$ cat src/rtl/ca_project_pkg.sv
// rtl/ca_project_pkg.sv - shared opcodes, funct fields, ALU-op enum and ROM depth
package ca_project_pkg;

    localparam int ROM_DEPTH = 64;

    localparam logic [6:0] OPC_RTYPE = 7'b0110011;
    localparam logic [6:0] OPC_ITYPE = 7'b0010011;

    localparam logic [2:0] F3_ADD_SUB = 3'b000;
    localparam logic [2:0] F3_SLL     = 3'b001;
    localparam logic [2:0] F3_SLT     = 3'b010;
    localparam logic [2:0] F3_XOR     = 3'b100;
    localparam logic [2:0] F3_SRL     = 3'b101;
    localparam logic [2:0] F3_OR      = 3'b110;
    localparam logic [2:0] F3_AND     = 3'b111;

    localparam logic [6:0] F7_BASE = 7'b0000000;
    localparam logic [6:0] F7_ALT  = 7'b0100000;

    typedef enum logic [3:0] {
        ALU_ADD,
        ALU_SUB,
        ALU_AND,
        ALU_OR,
        ALU_XOR,
        ALU_SLT,
        ALU_SLL,
        ALU_SRL,
        ALU_ZERO
    } alu_op_e;

endpackage

$ cat src/rtl/ca_project_alu.sv
// rtl/ca_project_alu.sv - combinational 32-bit ALU
// Ports: op_a, op_b (operands), alu_op (operation), result (32-bit result).
module ca_project_alu
    import ca_project_pkg::*;
(
    input  logic [31:0] op_a,
    input  logic [31:0] op_b,
    input  alu_op_e     alu_op,
    output logic [31:0] result
);

    always_comb begin
        result = 32'd0;
        case (alu_op)
            ALU_ADD:  result = op_a + op_b;
            ALU_SUB:  result = op_a - op_b;
            ALU_AND:  result = op_a & op_b;
            ALU_OR:   result = op_a | op_b;
            ALU_XOR:  result = op_a ^ op_b;
            ALU_SLT:  result = {31'd0, $signed(op_a) < $signed(op_b)};
            ALU_SLL:  result = op_a << op_b[4:0];
            ALU_SRL:  result = op_a >> op_b[4:0];
            default:  result = 32'd0;
        endcase
    end

endmodule

$ cat src/rtl/ca_project_top.sv
// rtl/ca_project_top.sv - single-cycle RV32I-subset processor with fixed ROM
// Ports: clk (clock), reset (sync active-high), Out_value (registered ALU result).
module ca_project_top
    import ca_project_pkg::*;
(
    input  logic        clk,
    input  logic        reset,
    output logic [31:0] Out_value
);

    logic [7:0]  pc_q, pc_d;
    logic [31:0] out_value_q, out_value_d;
    logic [31:0] regs_q [32];
    logic [31:0] regs_d [32];

    logic [31:0] instr;
    logic [6:0]  opcode, funct7;
    logic [4:0]  rd, rs1, rs2;
    logic [2:0]  funct3;
    logic [31:0] rs1_val, rs2_val, imm, op_b, alu_result;
    alu_op_e     alu_op;
    logic        is_rtype, reg_we;

    // PC bits [1:0] are always zero; only the word index addresses the ROM.
    logic unused_pc_bits;
    assign unused_pc_bits = ^pc_q[1:0];

    function automatic logic [31:0] rom_word(input logic [5:0] idx);
        case (idx)
            6'd0:    rom_word = 32'h0050_0093;  // ADDI x1,x0,5
            6'd1:    rom_word = 32'h0030_0113;  // ADDI x2,x0,3
            6'd2:    rom_word = 32'h0020_81B3;  // ADD  x3,x1,x2
            6'd3:    rom_word = 32'h4020_8233;  // SUB  x4,x1,x2
            6'd4:    rom_word = 32'h0020_F2B3;  // AND  x5,x1,x2
            6'd5:    rom_word = 32'h0020_E333;  // OR   x6,x1,x2
            6'd6:    rom_word = 32'h0020_C3B3;  // XOR  x7,x1,x2
            6'd7:    rom_word = 32'h0011_2433;  // SLT  x8,x2,x1
            6'd8:    rom_word = 32'h0020_94B3;  // SLL  x9,x1,x2
            6'd9:    rom_word = 32'h0024_D533;  // SRL  x10,x9,x2
            default: rom_word = 32'h0000_0013;  // NOP
        endcase
    endfunction

    assign instr   = rom_word(pc_q[7:2]);
    assign opcode  = instr[6:0];
    assign rd      = instr[11:7];
    assign funct3  = instr[14:12];
    assign rs1     = instr[19:15];
    assign rs2     = instr[24:20];
    assign funct7  = instr[31:25];
    assign imm     = {{20{instr[31]}}, instr[31:20]};

    // Reads see the pre-edge register contents, so same-cycle writes are not forwarded.
    assign rs1_val = (rs1 == 5'd0) ? 32'd0 : regs_q[rs1];
    assign rs2_val = (rs2 == 5'd0) ? 32'd0 : regs_q[rs2];

    always_comb begin
        alu_op   = ALU_ZERO;
        reg_we   = 1'b0;
        is_rtype = 1'b0;
        if (opcode == OPC_RTYPE) begin
            is_rtype = 1'b1;
            reg_we   = 1'b1;
            if (funct7 == F7_BASE) begin
                case (funct3)
                    F3_ADD_SUB: alu_op = ALU_ADD;
                    F3_SLL:     alu_op = ALU_SLL;
                    F3_SLT:     alu_op = ALU_SLT;
                    F3_XOR:     alu_op = ALU_XOR;
                    F3_SRL:     alu_op = ALU_SRL;
                    F3_OR:      alu_op = ALU_OR;
                    F3_AND:     alu_op = ALU_AND;
                    default:    reg_we = 1'b0;
                endcase
            end else if (funct7 == F7_ALT && funct3 == F3_ADD_SUB) begin
                alu_op = ALU_SUB;
            end else begin
                reg_we = 1'b0;
            end
        end else if (opcode == OPC_ITYPE && funct3 == F3_ADD_SUB) begin
            alu_op = ALU_ADD;
            reg_we = 1'b1;
        end
    end

    assign op_b = is_rtype ? rs2_val : imm;

    ca_project_alu u_alu (
        .op_a   (rs1_val),
        .op_b   (op_b),
        .alu_op (alu_op),
        .result (alu_result)
    );

    always_comb begin
        pc_d        = pc_q + 8'd4;
        out_value_d = alu_result;
        regs_d      = regs_q;
        if (reg_we && rd != 5'd0) begin
            regs_d[rd] = alu_result;
        end
        if (reset) begin
            pc_d        = 8'd0;
            out_value_d = 32'd0;
            for (int i = 0; i < 32; i++) begin
                regs_d[i] = 32'd0;
            end
        end
    end

    always_ff @(posedge clk) begin
        pc_q        <= pc_d;
        out_value_q <= out_value_d;
        regs_q      <= regs_d;
    end

    assign Out_value = out_value_q;

endmodule

$ cat config.mk
export PLATFORM = sky130hd
export DESIGN_NAME = ca_project_top
export DESIGN_NICKNAME = d
export VERILOG_FILES = /design/src/rtl/ca_project_pkg.sv /design/src/rtl/ca_project_alu.sv /design/src/rtl/ca_project_top.sv
export SDC_FILE = /design/constraint.sdc
export NUM_CORES = 1
export LEC_CHECK = 0
export CAP_MARGIN = 15
export CORE_MARGIN = 5
export CORE_UTILIZATION = 30
export CTS_BUF_LIST = sky130_fd_sc_hd__clkbuf_4 sky130_fd_sc_hd__clkbuf_8 sky130_fd_sc_hd__clkbuf_16
export DETAILED_ROUTE_END_ITERATION = 8
export GPL_ROUTABILITY_DRIVEN = 1
export PLACE_DENSITY = 0.5
export SYNTH_ARGS = -nofsm -noshare
export SYNTH_HDL_FRONTEND = slang
export SYNTH_HIERARCHICAL = 1
export SYNTH_SLANG_ARGS = --single-unit
$ cat constraint.sdc
create_clock -name clk -period 6.99 [get_ports clk]
set_input_delay 1.398 -clock clk [delete_from_list [all_inputs] [get_ports clk]]
set_output_delay 1.398 -clock clk [all_outputs]
set_load 0.03 [all_outputs]
* Word-level counts from Yosys, hierarchy flattened
Memories as Yosys holds them, arrays and structs flattened. A register that Yosys moved wholly into a read port is not among the register bits.
Cells that the tools add are included.
** Cells by class
- Add/subtract/negate cells :: 3
- Equal/unequal tests :: 16
- Bitwise operators :: 6
- Shift operators :: 2
- $lt $le $gt $ge :: 5
- Muxes and demuxes :: 26
- Reductions and logical operators :: 12
- Div/mod/pow operators :: 0
- $mul :: 0
** Operators by type and width (count)
- 1024-bit bitwise mux :: 1
- 32-bit binary-select mux with 5-bit select :: 2
- 32-bit two-way mux :: 9
- 32-bit one-hot mux with 8 select lines :: 1
- 32-bit demux with 5-bit select :: 1
- 32-bit adder :: 1
- 32-bit AND :: 1
- 32-bit < comparator :: 1
- 32-bit bitwise OR :: 1
- 32-bit by 5-bit << shifter with 32-bit output :: 1
- 32-bit by 5-bit right shift with 32-bit output :: 1
- 32-bit subtractor :: 1
- 32-bit XOR :: 1
- 4-bit one-hot mux with 7 select lines :: 1
- 4-bit two-way mux :: 5
- 6-bit >= comparator (second input constant) :: 3
- 5-bit NOT with 6-bit output :: 3
- 4-bit by 3-bit == test with 1-bit output (second input constant) :: 4
- 7-bit by 6-bit == test with 1-bit output (second input constant) :: 2
- 3-bit == test (second input constant) :: 4
- 5-bit logical NOT :: 2
- 8-bit by 3-bit adder with 8-bit output (second input constant) :: 1
- 4-bit by 2-bit == test with 1-bit output (second input constant) :: 2
- 7-bit by 5-bit == test with 1-bit output (second input constant) :: 1
- 12 further kinds :: 20
** Storage, ports and cells
- Memories kept :: 1
- Bits of input ports :: 2
- Bits in read-only memories :: 240
- Register bits :: 1064
- Word-level logic and storage cells :: 105
- Bits in latches :: 0
- RAM bits :: 0
- Output and inout bits :: 32
** Memory list
- (no name shown) :: words 16, bits a word 15, read ports 1, clocked after memory_dff 1, write ports 0, line ca_project_top.sv:29 : case (idx)

* Longest topological paths before layout
- Word-level depth :: 11
- Gate-level depth with buffers :: 24
- Depth with buffers taken out :: 18

* Cells and area by module
Netlist, hierarchy kept.
** Modules (own cells, without submodules)
- ca_project_top :: sequential area each 8107.8 µm², cells an instance 1836, times used 1, area an instance 19213.4 µm²
- ca_project_alu :: sequential area each 0.0 µm², cells an instance 1217, times used 1, area an instance 8129.0 µm²

* Worst setup path after synthesis
No wires, ideal clock.
- Kind :: flip-flop to flip-flop
- Start point :: reg (tool-made name)
- End point :: reg regs_q[669] (netlist name)
- Stages on the path, launching flop included :: 24
- Clock period less this slack :: 4.961 ns
- Data required time :: 6.858 ns
- Setup time :: 0.132 ns
- Buffers on the path :: 7
- Slack :: 2.029 ns
- Arrival time :: 4.829 ns
- Path through :: dfxtp_1 buf_2 buf_1 mux4_2 o211ai_1 o21ai_0 buf_2 inv_1 buf_4 buf_2 buf_2 ha_1 nor2_1 o221ai_1 a211oi_1 a221oi_2 o21ai_2 a41oi_1 o21ai_1 xor2_1 o221ai_1 nand2b_1 clkbuf_1 mux2i_1
** RTL lines
- end signal: assignment :: line ca_project_top.sv:114 : regs_q <= regs_d;
- end: declaration :: line ca_project_top.sv:13 : logic [31:0] regs_q [32];

==> impl_metrics.tcl <==
set metrics [dict create \
    dr.pass1.iters 6 \
    grt_max_degree 197 \
    gp_congestion 0.9846 \
    leakage_nw 13.43 \
    synth_edf_count 0 \
    routed_wl_mm 93.56 \
    routed-wl-met2_mm 43.21 \
    synth_nets 3169 \
    yosys.area_share.simple_pct 17.56 \
    grt_use_total_pct 18.40 \
    drive_gt1_share_pct 12.79 \
    grt-ovfl-total 0 \
    slew_headroom_pct 19.56 \
    fin_area_um2 30200 \
    hpwl_mm 64.36 \
    p_int_mw 4.371 \
    ir_worst_vdd_uv 163.5 \
    postRouteAntennaNets 0 \
    cts_buffers 45 \
    antenna_found_initial 2 \
    drt-met1-wl_mm 42.93 \
    cp_max_fo 28 \
    ios 34 \
    cts_hold_buf 0 \
    finalPower_mw 6.716 \
    synth_fa_ha_area_share_pct 5.272 \
    max_stage_delay_ps 730 \
    worstSetupEndpoint "regs_q[694]" \
    die_w_um 311.9 \
    syn-cell-area_um2 27340 \
    synth_xor_area_share_pct 0.8649 \
    synth_mux_area_share_pct 25.36 \
    wl_per_cell_um 22.43 \
    clock-sinks 405 \
    cpMostUsedCell "o211ai_1" \
    rr_worst_depth 16 \
    r2r_end "regs_q[694]" \
    grt_pass1_vias 21930 \
    antenna_cells 0 \
    clk_pin_slew_ps 60 \
    htreeDepth 2 \
    synth_seq_cells 405 \
    tightest_slew_ps 1197 \
    p_sw_share_pct 34.92 \
    cts_max_path_buffers 3 \
    r2r_slack_ps 1270 \
    fin_crit_sh_pct 81.88 \
    async_reset_ff_share_pct 0 \
    worstPathRequired_ps 7430 \
    route.met3.wl_mm 4.774 \
    comb_power_share_pct 28.7 \
    fmax_ghz 0.1747 \
    ys.flop_type "dfxtp_1" \
    port_buffers 33 \
    coreArea_um2 90290 \
    worstSkewPairLatency_ps 590 \
    fillers 9432 \
    yosys_warnings 6 \
    nNetsFinal 3077 \
    fin_crit_ps 5724 \
    critPathSlowestCell "dfxtp_4" \
    power.switching_mw 2.345 \
    place_area_um2 28750 \
    post_cts_resized 0 \
    status "complete, no violations" \
    crit_path_end_kind "flop" \
    postCtsSetupRepairBufs 0 \
    tritoncts "done" \
    p_per_area_nw_per_um2 222.4 \
    synthDistinctLibCells 85 \
    arrival_ps 6160 \
    pwr-share-seq_pct 36.2 \
    vias 22260 \
    top_layer "met5" \
    critPathKind "flop to flop" \
    finalClockSkew_ps 30.61 \
    slew_viol_final 0 \
    rsz0062_at_grt "false" \
    die_height_um 311.9 \
    drc 0 \
    via_per_inst 5.338 \
    cts-root-buf "clkbuf_16" \
    tns_ps 0 \
    post-route-util_pct 33.44 \
    areaGrowthSynthToFinish_pct 10.43 \
    max-cap-violations 0 \
    start_util_pct 30.28 \
    crit_chain "buf_4 > mux4_2 > nor2b_1 > nor3_1 > inv_1 > ha_1 > or3_4 > nor4_4 > o211ai_1 > a221oi_2 > o41ai_1 > a31oi_1 > xnor2_1 > o211ai_1 > nand2b_1 > mux2i_1" \
    hold_viol 0 \
    synth_top_family_by_area "multiplexers" \
    num_rows 110 \
    dieArea_um2 97280 \
    critPathLaunchType "flop" \
    drt_iter0_drc 1913 \
    synth_cells 3053 \
    synth.avg_cell_area_um2 8.956 \
    clkPwrFrac_pct 35.2 \
    grt_pass1_wl_mm 142.0 \
    synth-compound-area-share_pct 14.93 \
    ys_seq_area_share_pct 29.65 \
    hold_path.class "flop to flop" \
    setup_violations 0 \
]
[registers in the layout (all words and copies together) (netlist names), named ones only]
signal     flops
Out_value     32
pc_q           6
regs_q       352
[stage by stage]
| stage | cells | hold slack (ps) | setup slack (ps) |
|---|---|---|---|
| 3_5_place_dp | 4090 | 459.6 | 1306 |
| 3_3_place_gp | 4090 | 449.9 | 1241 |
| 5_1_grt | 4171 | 486.8 | 1059 |
| 2_1_floorplan | 3053 | 429.9 | 2029 |
| 6_report | 4171 | 471.0 | 1266 |
| 4_1_cts | 4171 | 474.1 | 1299 |
[final cells by class]
class	instances	area, um^2	area share, %
Clock buffer	60	1289	4.268
Multi-Input combinational cell	2249	17600	58.30
Clock inverter	21	153.9	0.5097
Inverter	132	495.5	1.641
Tap cell	1176	1471	4.873
Timing Repair Buffer	128	1061	3.514
Sequential cell	405	8122	26.90
[placed cells by master (no fill, tap or decap), types with 12 or more instances in the layout]
cell             count
a21oi_1            137
dfxtp_1            400
ha_1               112
o21bai_1            19
clkinv_2            13
nand3_1             24
nand2b_1           411
o22ai_1             34
o221ai_1            14
or3_1               15
nor2b_1             45
mux2_2              95
a21o_1              12
nor2_1             129
nor3_1              57
clkdlybuf4s50_1     32
a22oi_1             45
xnor2_1             17
inv_1              124
buf_4               94
nand2_1            143
mux2i_1            471
clkbuf_16           45
a221oi_1            42
a211oi_1            23
o211ai_1            36
mux4_2              51
o21ai_0            135
[worst max-delay path: cells and delay by family, from the launching register on]
kind / cells / cell delay, ps
AND/OR/NAND/NOR: 5 / 1950
AO/OA/AOI/OAI: 5 / 1170
flip-flops: 1 / 730
buffers and inverters: 2 / 640
adder cells (fa/ha/maj): 1 / 450
multiplexers: 2 / 440
XOR/XNOR: 1 / 150
[cell families after synthesis]
logic type | count (synthesis)
flip-flops | 405
AND/OR/NAND/NOR | 884
XOR/XNOR | 27
multiplexers | 617
buffers and inverters | 399
adder cells (fa/ha/maj) | 114
AO/OA/AOI/OAI | 607
[worst min-delay path by stage]
stage / startpoint / cells after the start / end / slack, ps
after global placement: pc_q[2] / 1 / pc_q[2] / 450
after floorplan: pc_q[2] / 1 / pc_q[2] / 430
after global routing: regs_q[858] / 2 / regs_q[858] / 490
after detailed placement: pc_q[2] / 1 / pc_q[2] / 460
after CTS: pc_q[2] / 1 / pc_q[2] / 470
final: pc_q[2] / 1 / pc_q[2] / 470
[routing by layer]
layer,GRT usage (%),up-vias
met4,5.160,4
li1,-,10580
met3,2.279,161
met1,25.43,10850
met2,30.34,668
met5,0,-
[cells in the mapped netlist, types with 6 or more instances]
library cell | count | area [um^2]
nor3_1 | 60 | 300.3
o221ai_1 | 14 | 122.6
a31oi_1 | 9 | 56.30
a221oi_1 | 42 | 367.9
a22oi_1 | 45 | 337.8
xor2_1 | 10 | 87.58
or3_1 | 15 | 93.84
buf_2 | 64 | 320.3
o21bai_1 | 19 | 142.6
a21oi_1 | 137 | 685.7
mux2i_1 | 471 | 4715
buf_1 | 13 | 48.80
nand2_1 | 143 | 536.8
a211oi_1 | 23 | 172.7
inv_1 | 126 | 473.0
clkbuf_1 | 162 | 608.1
nand3_1 | 24 | 120.1
and2_1 | 8 | 50.05
buf_4 | 11 | 82.58
o22ai_1 | 35 | 219.0
mux2_2 | 95 | 1070
nor2_1 | 130 | 488.0
nor2b_1 | 47 | 294.0
o211ai_1 | 36 | 270.3
buf_6 | 16 | 180.2
xnor2_1 | 17 | 148.9
o21ai_1 | 9 | 45.04
o31ai_1 | 6 | 45.04
and3_1 | 10 | 62.56
dfxtp_1 | 405 | 8108
ha_1 | 112 | 1401
a21o_1 | 12 | 90.09
mux4_2 | 51 | 1149
o21ai_0 | 136 | 680.7
nand2b_1 | 411 | 2571
o21a_1 | 7 | 52.55
a21boi_0 | 6 | 45.04
[power by group through the flow]
stage / clock network (mW) / registers, mW / logic [mW]
final: 2.36 / 2.43 / 1.92
after global routing: 2.53 / 2.43 / 2.04
after CTS: 2.44 / 2.43 / 1.90
after detailed placement: 0 / 2.48 / 1.89
after global placement: 0 / 2.48 / 1.90
after floorplan: 0 / 2.47 / 1.31
Power figures use the tool's default switching activity.
